## src/rtl/z16_pkg.sv

```systemverilog
// Shared definitions for the Z16 data-memory arbiter: widths, master indices,
// the memory request bundle and the one-hot grant encoding.
package z16_pkg;

    localparam int Z16_ADDR_W = 16;
    localparam int Z16_DATA_W = 16;

    localparam bit M0 = 1'b0;
    localparam bit M1 = 1'b1;

    typedef struct packed {
        logic                  we;
        logic [Z16_ADDR_W-1:0] addr;
        logic [Z16_DATA_W-1:0] wdata;
    } z16_mem_req_t;

    // Bit index of each grant value matches the master index.
    typedef enum logic [1:0] {
        GNT_NONE = 2'b00,
        GNT_M0   = 2'b01,
        GNT_M1   = 2'b10
    } z16_gnt_e;

endpackage

```

## src/rtl/z16_rr_arb2.sv

```systemverilog
// Two-way round-robin grant with a master-1 lock override that is forcibly
// broken when master 0 has waited out the lock budget.
module z16_rr_arb2
    import z16_pkg::*;
(
    input  logic [1:0] i_valid,
    input  logic       i_last,
    input  logic       i_locked,
    input  logic       i_lock_at_max,
    output z16_gnt_e   o_grant,
    output logic       o_force_release
);

    always_comb begin
        o_grant         = GNT_NONE;
        o_force_release = 1'b0;
        if (i_locked && i_valid[M1]) begin
            if (i_valid[M0] && i_lock_at_max) begin
                o_grant         = GNT_M0;
                o_force_release = 1'b1;
            end else begin
                o_grant = GNT_M1;
            end
        end else begin
            case (i_valid)
                2'b01:   o_grant = GNT_M0;
                2'b10:   o_grant = GNT_M1;
                // Tie: the master that did not win last time goes first.
                2'b11:   o_grant = i_last ? GNT_M0 : GNT_M1;
                default: o_grant = GNT_NONE;
            endcase
        end
    end

endmodule

```

## src/rtl/z16_dmem_arbiter.sv

```systemverilog
// Shares the Z16 data-memory port between the CPU (master 0) and a DMA/debug
// engine (master 1); reads return registered data one cycle after acceptance.
module z16_dmem_arbiter
    import z16_pkg::*;
#(
    parameter int P_ADDR_W   = Z16_ADDR_W,
    parameter int P_DATA_W   = Z16_DATA_W,
    parameter int P_LOCK_MAX = 8
) (
    input  logic                i_clk,
    input  logic                i_rst,
    input  logic                i_m0_valid,
    input  logic                i_m0_we,
    input  logic [P_ADDR_W-1:0] i_m0_addr,
    input  logic [P_DATA_W-1:0] i_m0_wdata,
    output logic                o_m0_ready,
    output logic                o_m0_rvalid,
    output logic [P_DATA_W-1:0] o_m0_rdata,
    input  logic                i_m1_valid,
    input  logic                i_m1_we,
    input  logic [P_ADDR_W-1:0] i_m1_addr,
    input  logic [P_DATA_W-1:0] i_m1_wdata,
    input  logic                i_m1_lock,
    output logic                o_m1_ready,
    output logic                o_m1_rvalid,
    output logic [P_DATA_W-1:0] o_m1_rdata,
    output logic [P_ADDR_W-1:0] o_mem_addr,
    output logic                o_mem_we,
    output logic [P_DATA_W-1:0] o_mem_wdata,
    input  logic [P_DATA_W-1:0] i_mem_rdata
);

    localparam int               CNT_W      = $clog2(P_LOCK_MAX + 1);
    localparam logic [CNT_W-1:0] LOCK_MAX_C = CNT_W'(P_LOCK_MAX);

    logic             r_last;
    logic             r_locked;
    logic [CNT_W-1:0] r_lock_cnt;

    logic [1:0]       w_valid;
    logic [1:0]       w_we;
    logic [1:0]       w_acc;
    z16_gnt_e         w_grant;
    logic             w_force_release;
    logic             w_locked_next;
    logic [CNT_W-1:0] w_lock_cnt_next;

    // Holding requests off during reset keeps ready and the memory port quiet.
    assign w_valid = i_rst ? 2'b00 : {i_m1_valid, i_m0_valid};
    assign w_we    = {i_m1_we, i_m0_we};

    z16_rr_arb2 u_arb (
        .i_valid         (w_valid),
        .i_last          (r_last),
        .i_locked        (r_locked),
        .i_lock_at_max   (r_lock_cnt == LOCK_MAX_C),
        .o_grant         (w_grant),
        .o_force_release (w_force_release)
    );

    assign w_acc      = w_grant;
    assign o_m0_ready = w_acc[M0];
    assign o_m1_ready = w_acc[M1];

    always_comb begin
        o_mem_we    = 1'b0;
        o_mem_addr  = '0;
        o_mem_wdata = '0;
        if (w_acc[M0]) begin
            o_mem_we    = i_m0_we;
            o_mem_addr  = i_m0_addr;
            o_mem_wdata = i_m0_wdata;
        end else if (w_acc[M1]) begin
            o_mem_we    = i_m1_we;
            o_mem_addr  = i_m1_addr;
            o_mem_wdata = i_m1_wdata;
        end
    end

    // The grant that takes the lock already counts as the first beat of the
    // burst, so master 0 waits at most P_LOCK_MAX master-1 grants in total.
    always_comb begin
        w_locked_next = r_locked;
        if (w_force_release) begin
            w_locked_next = 1'b0;
        end else if (w_acc[M1]) begin
            w_locked_next = i_m1_lock;
        end else if (!i_m1_valid) begin
            w_locked_next = 1'b0;
        end

        w_lock_cnt_next = r_lock_cnt;
        if (!w_locked_next) begin
            w_lock_cnt_next = '0;
        end else if (w_acc[M1] && i_m0_valid && (r_lock_cnt != LOCK_MAX_C)) begin
            w_lock_cnt_next = r_lock_cnt + 1'b1;
        end
    end

    always_ff @(posedge i_clk) begin
        if (i_rst) begin
            r_last     <= 1'b1;
            r_locked   <= 1'b0;
            r_lock_cnt <= '0;
        end else begin
            if (w_acc[M1]) begin
                r_last <= 1'b1;
            end else if (w_acc[M0]) begin
                r_last <= 1'b0;
            end
            r_locked   <= w_locked_next;
            r_lock_cnt <= w_lock_cnt_next;
        end
    end

    genvar gi;
    generate
        for (gi = 0; gi < 2; gi++) begin : g_resp
            logic                r_rvalid;
            logic [P_DATA_W-1:0] r_rdata;

            always_ff @(posedge i_clk) begin
                if (i_rst) begin
                    r_rvalid <= 1'b0;
                    r_rdata  <= '0;
                end else begin
                    r_rvalid <= w_acc[gi] & ~w_we[gi];
                    if (w_acc[gi] && !w_we[gi]) begin
                        r_rdata <= i_mem_rdata;
                    end
                end
            end
        end
    endgenerate

    assign o_m0_rvalid = g_resp[0].r_rvalid;
    assign o_m0_rdata  = g_resp[0].r_rdata;
    assign o_m1_rvalid = g_resp[1].r_rvalid;
    assign o_m1_rdata  = g_resp[1].r_rdata;

endmodule

```

## config.mk

```make
export PLATFORM = sky130hd
export DESIGN_NAME = z16_dmem_arbiter
export DESIGN_NICKNAME = d
export VERILOG_FILES = /design/src/rtl/z16_pkg.sv /design/src/rtl/z16_rr_arb2.sv /design/src/rtl/z16_dmem_arbiter.sv
export SDC_FILE = /design/constraint.sdc
export NUM_CORES = 1
export LEC_CHECK = 0
export ABC_AREA = 1
export CAP_MARGIN = 20
export CORE_UTILIZATION = 34
export DETAILED_ROUTE_END_ITERATION = 10
export PLACE_DENSITY_LB_ADDON = 0.05
export SYNTH_ARGS = -nofsm -noshare
export SYNTH_HDL_FRONTEND = slang
export SYNTH_HIERARCHICAL = 1
export SYNTH_SLANG_ARGS = --single-unit
export TNS_END_PERCENT = 20
```

## constraint.sdc

```tcl
create_clock -name i_clk -period 4.86 [get_ports i_clk]
set_input_delay 1.215 -clock i_clk [delete_from_list [all_inputs] [get_ports i_clk]]
set_output_delay 1.215 -clock i_clk [all_outputs]
set_load 0.01 [all_outputs]
```

==> results.py, run 1 <==
metrics = {
    "synthesis": {
        "synth_top_area_share_pct": 39.2,
        "synth_fp_nets": 402,
        "synth-edff-count": 0,
        "synthFlopType": "dfxtp_1",
        "synth_common_cells": "nand2_1 (140), dfxtp_1 (40), nand3_1 (38), a21oi_1 (33), inv_1 (13)",
        "netlist.top_cell.by_area": "dfxtp_1",
        "syn_area_per_cell_sq_um": 6.52,
        "synth_cell_types": 20,
        "syn_area_sq_um": 2040,
        "synthMostInstantiatedCell": "nand2_1",
        "ys_ff_latch": 40,
        "synthTopCellsByArea": "dfxtp_1 (39%), nand2_1 (26%), nand3_1 (9.3%)",
        "synthCells": 313,
        "async_flop_share_pct": 0,
        "ys_seq_area_share_pct": 39.2,
        "yosysWarnings": 6,
    },
    "clocking": {
        "clk_latency_ns": 0.29,
        "clkSinkCount": 40,
        "post-cts-setup-buffers": 0,
        "cts_tree": "yes",
        "postCtsHoldBufs": 0,
        "cts-buffers-inserted": 5,
        "root_buffer": "clkbuf_8",
        "cts.repair.resized": 0,
        "clk_pin_slew_ns": 0.07,
        "h-tree-depth": 2,
        "clockBufferDepth": 2,
    },
    "die": {
        "dieArea_sq_um": 6320,
        "num_rows": 27,
        "core_area_sq_um": 5640,
        "die_y_um": 79.5,
        "start_util_pct": 36.2,
        "die_w_um": 79.5,
        "num_io_pins": 156,
    },
    "sta": {
        "fmax_mhz": 218,
        "finalSetupViolCount": 0,
        "fin_setup_tns_ns": 0,
        "report.final.slew_viol_count": 0,
        "hold_viol": 0,
        "skew_ns": 0.00547,
        "tightest_slew_ns": 0.304,
        "period_share_pct": 94.4,
        "fin_crit_ns": 4.59,
        "rsz0062_at_grt": "no",
        "max-slew-margin-rel_pct": 79.7,
        "timing.final.ws_setup_ns": 0.272,
    },
    "power_and_ir_drop": {
        "vdd_drop_max_mv": 0.133,
        "p_per_area_nw_per_um2": 234,
        "p_leak_nw": 1.53,
    },
    "cells_and_area": {
        "postLayoutCoreUtil_pct": 66.4,
        "nets": 551,
        "synthToLayoutAreaGrowth_pct": 83.4,
        "drive_gt1_share_pct": 4.54,
        "diodes": 0,
    },
    "placement": {
        "globalplace.congestion": 0.824,
        "preCtsSetupSlack_ns": 0.281,
        "port_buffers": 155,
        "hpwl_um": 5520,
    },
    "worst_hold_path": {
        "worstHoldStart": "o_m0_rdata[6]$_SDFFE_PP0P_",
        "hp-class": "register to register",
    },
    "routing": {
        "drc": 0,
        "wl_per_cell_um": 13.4,
        "vias": 2545,
        "routed_wl_um": 7170,
        "drt_iter0_drc": 132,
        "ant_nets": 0,
        "via_per_inst": 4.76,
        "drt-pass1-iter-count": 4,
    },
    "setup_path": {
        "critPathLaunch": "i_rst",
        "worstSetupStartpointType": "input pin",
        "crit_required_ns": 3.64,
        "crit_arrival_ns": 3.37,
        "worstReg2RegStart": "r_lock_cnt[0]$_SDFFE_PP0P_",
        "crit_fanout": 22,
        "endpoint_kind": "output port",
        "crit_type": "input pin to output port",
    },
    "global_routing": {
        "track_usage_pct": 23.5,
        "first_global_vias": 2585,
        "overflow": 0,
        "grt_max_degree": 37,
        "antenna_found_initial": 0,
        "grt_pass1_wl_um": 11600,
    },
    "run_status": {
        "outcome": "finished clean",
    },
    "flow_run": {
        "drv_cap": 0,
    },
}
[per-layer routing]
metal	share of wire, %	GRT usage (%)	vias up
met5	0	0	-
met4	2.1	8.91	0
met3	8.1	8.00	12
met2	50	40.6	106
met1	39	26.5	1134
li1	-	-	1293
[path summary, 6_finish.rpt]
check,end,slack [ns],cells past startpoint
worst max-delay path,o_mem_wdata[8],0.27,8
worst min-delay path,o_m0_rdata[6]$_SDFFE_PP0P_,0.46,2
worst max register to register,o_m1_rdata[4]$_SDFFE_PP0P_,2.62,13
worst min register to register,o_m0_rdata[6]$_SDFFE_PP0P_,0.46,2
[cells by family after synthesis]
group	count (synthesis)	share of synthesized area, %
AO/OA/AOI/OAI	39	9.81
flip-flops	40	39.2
buffers and inverters	36	9.26
adder cells (fa/ha/maj)	2	1.23
AND/OR/NAND/NOR	196	40.5
[report_power, final]
part | internal [mW] | switching, mW | total [mW]
sequential | 0.338 | 0.00618 | 0.345
combinational | 0.136 | 0.0975 | 0.234
clock | 0.181 | 0.115 | 0.296
[registers in the layout, indices dropped and copies added, names as in the netlist]
register and cells:
o_m0_rdata 16, o_m1_rdata 16, r_locked 1, r_last 1, o_m1_rvalid 1, o_m0_rvalid 1
r_lock_cnt 4
[layout by cell type (no fill, tap or decap), drive strengths merged]
cell / n
a211o: 1
a21oi: 33
a31oi: 1
buf: 6
bufinv: 1
clkbuf: 7
clkdlybuf4s50: 155
dfxtp: 40
ha: 2
inv: 17
nand2: 140
nand3: 38
nand4: 3
nor2: 15
o21ai: 4
[stage by stage]
stage	power [mW]	hold slack, ns	area (sq um)	std cells
finish	0.875	0.464	3740	535
global route	0.916	0.481	3740	535
CTS	0.881	0.466	3740	535
detailed placement	0.587	0.453	3620	527
global placement	0.585	0.448	3620	527
floorplan	0.438	0.459	2040	313
[layout make-up]
type / count / area (sq um)
inverters: 17 / 78.8
flip-flops and latches: 40 / 801
fillers: 506 / 1900
clock inverters: 1 / 30.0
clock buffers: 7 / 96.3
well taps: 72 / 90.1
repair buffers: 161 / 1600
multi-input cells: 237 / 1050
[worst max-delay path: stages]
cell             delay, ns
clkdlybuf4s50_1       0.47
nor2_1                0.29
nand4_1               0.17
nand2_1               0.21
buf_4                 0.28
nand2_1               0.12
nand2_1               0.08
clkdlybuf4s50_1       0.53
Note: power is estimated with default switching activity, not from simulation.
==> run 2, diff against run 1 <==
--- a/config.mk
+++ b/config.mk
@@ -7,7 +7,7 @@
 export LEC_CHECK = 0
 export ABC_AREA = 1
 export CAP_MARGIN = 20
-export CORE_UTILIZATION = 34
+export CORE_UTILIZATION = 36
 export DETAILED_ROUTE_END_ITERATION = 10
 export PLACE_DENSITY_LB_ADDON = 0.05
 export SYNTH_ARGS = -nofsm -noshare
==> constraint.sdc (replaced) <==
create_clock -name i_clk -period 5.9 [get_ports i_clk]
set_input_delay 1.475 -clock i_clk [delete_from_list [all_inputs] [get_ports i_clk]]
set_output_delay 1.475 -clock i_clk [all_outputs]
set_load 0.01 [all_outputs]
==> results.py, run 2 (synthesis gave the netlist of run 1 again) <==
metrics = {
    "run_status": {
        "outcome": "finished clean",
    },
    "clocking": {
        "root_buffer": "clkbuf_8",
        "clk_pin_slew_ns": 0.08,
        "cts.repair.resized": 0,
        "postCtsHoldBufs": 0,
        "cts-buffers-inserted": 5,
        "clkSinkCount": 40,
        "h-tree-depth": 2,
        "cts_tree": "yes",
        "clockBufferDepth": 2,
        "clk_latency_ns": 0.30,
        "post-cts-setup-buffers": 0,
    },
    "setup_path": {
        "worstPathCellList": "clkdlybuf4s50_1 -> inv_1 -> nor2_1 -> nand4_1 -> nand2_1 -> buf_4 -> nand2_1 -> nand2_1 -> clkdlybuf4s50_1",
        "endpoint_kind": "output port",
        "crit_fanout": 22,
        "crit_type": "input pin to output port",
        "cp_top_family": "buffers and inverters",
        "ff2ff_setup_slack_ns": 3.52,
        "cp_slowest_cell": "clkdlybuf4s50_1",
        "worstSetupStartpointType": "input pin",
        "cp_common_cell": "nand2_1",
        "cp_num_buf_inv": 4,
        "critPathMaxStageDelay_ns": 0.53,
        "crit_required_ns": 4.43,
        "crit_arrival_ns": 3.90,
    },
    "global_routing": {
        "first_global_vias": 2541,
        "antenna_found_initial": 0,
        "grt_max_degree": 37,
        "overflow": 0,
        "grt_pass1_wl_um": 11400,
        "track_usage_pct": 24.1,
    },
    "cells_and_area": {
        "synthToLayoutAreaGrowth_pct": 84.9,
        "n_fill_cell": 495,
        "final_area_sq_um": 3770,
        "layout_common_cells": "clkdlybuf4s50_1 (155), nand2_1 (140), dfxtp_1 (40)",
        "final_common_cell": "clkdlybuf4s50_1",
        "nets": 549,
        "drive_gt1_share_pct": 4.12,
        "multi_input_area_sq_um": 1050,
        "diodes": 0,
        "regArea_sq_um": 801,
    },
    "routing": {
        "drt-pass1-iter-count": 4,
        "via_per_inst": 4.82,
        "routed_wl_um": 6990,
        "vias": 2571,
        "wl_per_cell_um": 13.1,
        "ant_nets": 0,
        "drt_iter0_drc": 99,
        "drc": 0,
    },
    "die": {
        "num_io_pins": 156,
        "die_y_um": 77.3,
        "die_w_um": 77.3,
        "start_util_pct": 37.3,
        "dieArea_sq_um": 5970,
        "num_rows": 27,
        "core_area_sq_um": 5470,
    },
    "sta": {
        "max-slew-margin-rel_pct": 67.8,
        "report.final.slew_viol_count": 0,
        "finalSetupViolCount": 0,
        "fin_crit_ns": 5.38,
        "rsz0062_at_grt": "no",
        "skew_ns": 0.00698,
        "tightest_slew_ns": 0.482,
        "period_share_pct": 91.2,
        "hold_viol": 0,
        "fmax_mhz": 186,
        "fin_setup_tns_ns": 0,
    },
    "worst_hold_path": {
        "hp-class": "register to register",
    },
    "placement": {
        "placed_area_sq_um": 3610,
        "globalplace.congestion": 0.824,
        "port_buffers": 155,
        "hpwl_um": 5320,
    },
    "power_and_ir_drop": {
        "p_per_area_nw_per_um2": 208,
        "p_leak_nw": 1.54,
        "vdd_drop_max_mv": 0.142,
    },
    "flow_run": {
        "drv_cap": 0,
    },
}
==> run 2: metrics by stage <==
stage	power (mW)	hold slack, ns	util, %	std cells	worst slack (ns)
after floorplan	0.361	0.459	-	313	1.46
after global placement	0.482	0.448	66.0	525	0.597
after detailed placement	0.483	0.453	66.0	525	0.553
after CTS	0.791	0.465	69.0	533	0.541
after global routing	0.820	0.488	69.0	533	0.323
final	0.785	0.463	69.0	533	0.522
==> run 2: layout make-up <==
type,count,area share (%)
repair buffers,159,42.2
multi-input cells,237,27.9
flip-flops and latches,40,21.2
clock inverters,3,2.39
well taps,72,2.39
inverters,17,2.09
clock buffers,5,1.82
==> run 2: path summary, 6_finish.rpt <==
path	startpoint	end	depth (start not counted)
min reg2reg	o_m0_rdata[4]$_SDFFE_PP0P_	o_m0_rdata[4]$_SDFFE_PP0P_	2
max	i_m1_valid	o_mem_wdata[4]	9
max reg2reg	r_lock_cnt[0]$_SDFFE_PP0P_	o_m0_rdata[1]$_SDFFE_PP0P_	11
min	o_m0_rdata[4]$_SDFFE_PP0P_	o_m0_rdata[4]$_SDFFE_PP0P_	2
==> run 2: where the power goes <==
group | internal, mW | switching (mW) | leakage [nW]
sequential | 0.279 | 0.00514 | 0.325
clock | 0.212 | 0.0969 | 0.0784
combinational | 0.113 | 0.0802 | 1.14
==> run 2: per-layer routing <==
layer  routed length (um)  up-vias  share of wire (%)  global-route usage (%)
li1                     -     1293                  -                       -
met1                 2770     1147                 40                    26.3
met2                 3500      113                 50                    42.1
met3                  487       18                7.0                    5.95
met4                  245        0                3.5                    14.2
met5                    0        -                  0                       0
==> run 2: worst register-to-register path: cells and delay by family (launching register included) <==
family	cells	cell delay, ns
simple gates	5	1.14
buf+inv	4	0.57
flops	1	0.34
fa+ha+maj	1	0.15
compound gates	1	0.06
==> run 3, diff against run 2 <==
--- a/config.mk
+++ b/config.mk
@@ -10,6 +10,7 @@
 export CORE_UTILIZATION = 36
 export DETAILED_ROUTE_END_ITERATION = 10
 export PLACE_DENSITY_LB_ADDON = 0.05
+export REMOVE_ABC_BUFFERS = 1
 export SYNTH_ARGS = -nofsm -noshare
 export SYNTH_HDL_FRONTEND = slang
 export SYNTH_HIERARCHICAL = 1
==> results.py, run 3 (synthesis gave the netlist of run 1 again) <==
metrics = {
    "setup_path": {
        "endpoint_kind": "output port",
        "crit_required_ns": 4.43,
        "ff2ff_setup_slack_ns": 3.70,
        "crit_fanout": 26,
        "r2r-end": "o_m0_rdata[12]$_SDFFE_PP0P_",
        "reg2regPathDepth": 11,
        "worstReg2RegStart": "r_lock_cnt[0]$_SDFFE_PP0P_",
        "worstSetupStartpointType": "input pin",
        "crit_arrival_ns": 3.79,
        "crit_type": "input pin to output port",
    },
    "placement": {
        "globalplace.congestion": 0.772,
        "hpwl_um": 5210,
        "dp.cells": 526,
        "preCtsSetupSlack_ns": 0.635,
        "port_buffers": 155,
    },
    "clocking": {
        "cts-buffers-inserted": 5,
        "postCtsHoldBufs": 0,
        "post-cts-setup-buffers": 0,
        "clockBufferDepth": 2,
        "clk_pin_slew_ns": 0.08,
        "clk_latency_ns": 0.30,
        "cts.repair.resized": 0,
        "h-tree-depth": 2,
        "root_buffer": "clkbuf_8",
        "cts_tree": "yes",
        "clkSinkCount": 40,
    },
    "global_routing": {
        "first_global_vias": 2412,
        "use_met1_pct": 29.0,
        "grt_pass1_wl_um": 11300,
        "overflow": 0,
        "grt_max_degree": 37,
        "antenna_found_initial": 0,
        "grt.met2_usage_pct": 39.7,
        "met3_usage_pct": 5.48,
        "grt.busiest_layer": "met2",
        "track_usage_pct": 23.5,
    },
    "flow_run": {
        "drv_cap": 0,
    },
    "die": {
        "core_area_sq_um": 5470,
        "num_io_pins": 156,
        "num_rows": 27,
        "start_util_pct": 37.3,
        "die_y_um": 77.3,
        "dieArea_sq_um": 5970,
        "die_w_um": 77.3,
    },
    "sta": {
        "period_share_pct": 89.2,
        "skew_ns": 0.00730,
        "rsz0062_at_grt": "no",
        "fin_setup_tns_ns": 0,
        "tightest_slew_ns": 0.352,
        "fmax_mhz": 190,
        "finalSetupViolCount": 0,
        "report.final.slew_viol_count": 0,
        "max-slew-margin-rel_pct": 76.5,
        "hold_viol": 0,
        "fin_crit_ns": 5.26,
        "timing.final.ws_setup_ns": 0.637,
    },
    "cells_and_area": {
        "nets": 550,
        "n_fill_cell": 499,
        "layout_common_cells": "clkdlybuf4s50_1 (155), nand2_1 (140), dfxtp_1 (40)",
        "synthToLayoutAreaGrowth_pct": 81.7,
        "final_common_cell": "clkdlybuf4s50_1",
        "diodes": 0,
        "drive_gt1_share_pct": 4.33,
        "stdcell_count": 534,
    },
    "power_and_ir_drop": {
        "p_leak_nw": 1.51,
        "vdd_drop_max_mv": 0.140,
        "p_per_area_nw_per_um2": 181,
        "fin_total_pwr_mw": 0.669,
    },
    "routing": {
        "drt-pass1-iter-count": 5,
        "wl_per_cell_um": 13.0,
        "vias": 2504,
        "drc": 0,
        "via_per_inst": 4.69,
        "drt_iter0_drc": 127,
        "routed_wl_um": 6920,
        "ant_nets": 0,
    },
    "worst_hold_path": {
        "worstHoldStart": "o_m1_rdata[2]$_SDFFE_PP0P_",
        "hp-class": "register to register",
        "whs_path_depth": 2,
        "hold-path-endpoint": "o_m1_rdata[2]$_SDFFE_PP0P_",
    },
    "run_status": {
        "outcome": "finished clean",
    },
}
==> run 3: changes by cell type in the layout (fill, tap and decap cells not counted), sizes merged <==
cell	delta
clkinvlp	+2
buf	+1
bufinv	-3
clkbuf	+1
==> run 3: worst max path at each step <==
stage,cells past startpoint,endpoint,slack (ns),from
after floorplan,8,o_mem_we,1.35,i_m1_valid
after global placement,9,o_mem_addr[7],0.71,i_m1_valid
after detailed placement,9,o_mem_wdata[13],0.63,i_m1_valid
after CTS,9,o_mem_wdata[13],0.64,i_m1_valid
after global routing,9,o_mem_addr[7],0.46,i_m1_valid
final,9,o_mem_wdata[11],0.64,i_m1_valid
==> run 3: layer usage <==
layer  up-vias  share of wire [%]
met5         -                  0
met1      1119                 42
met2        79                 51
met4         0                1.5
li1       1293                  -
met3        13                6.0
==> run 3: per-stage QoR <==
| stage | hold slack, ns | instance area [sq um] | utilization, % |
|---|---|---|---|
| after detailed placement | 0.453 | 3610 | 66.0 |
| after global routing | 0.485 | 3710 | 67.7 |
| after CTS | 0.464 | 3710 | 67.7 |
| after global placement | 0.448 | 3610 | 66.0 |
| final | 0.460 | 3710 | 67.7 |
| after floorplan | 0.459 | 1930 | - |
==> run 3: where the power goes <==
part	leakage (nW)	switching (mW)	internal [mW]
Clock	0.0434	0.0998	0.0947
Combinational	1.14	0.0793	0.112
Sequential	0.325	0.00493	0.279
==> run 3: worst max-delay path: stages <==
cell and delay [ns]:
clkdlybuf4s50_1 0.48, inv_1 0.05, nor2_1 0.25, nand4_1 0.16, nand2_1 0.32, buf_4 0.35, nand2_1 0.09, nand2_1 0.09
clkdlybuf4s50_1 0.53
==> run 3: final cells by class <==
class                   count  area, sq um  share of cell area [%]
clock inverters             2         15.0                   0.405
repair buffers            160         1590                    42.9
well taps                  72         90.1                    2.43
inverters                  17         78.8                    2.13
clock buffers               6         82.6                    2.23
flip-flops and latches     40          801                    21.6
multi-input cells         237         1050                    28.3
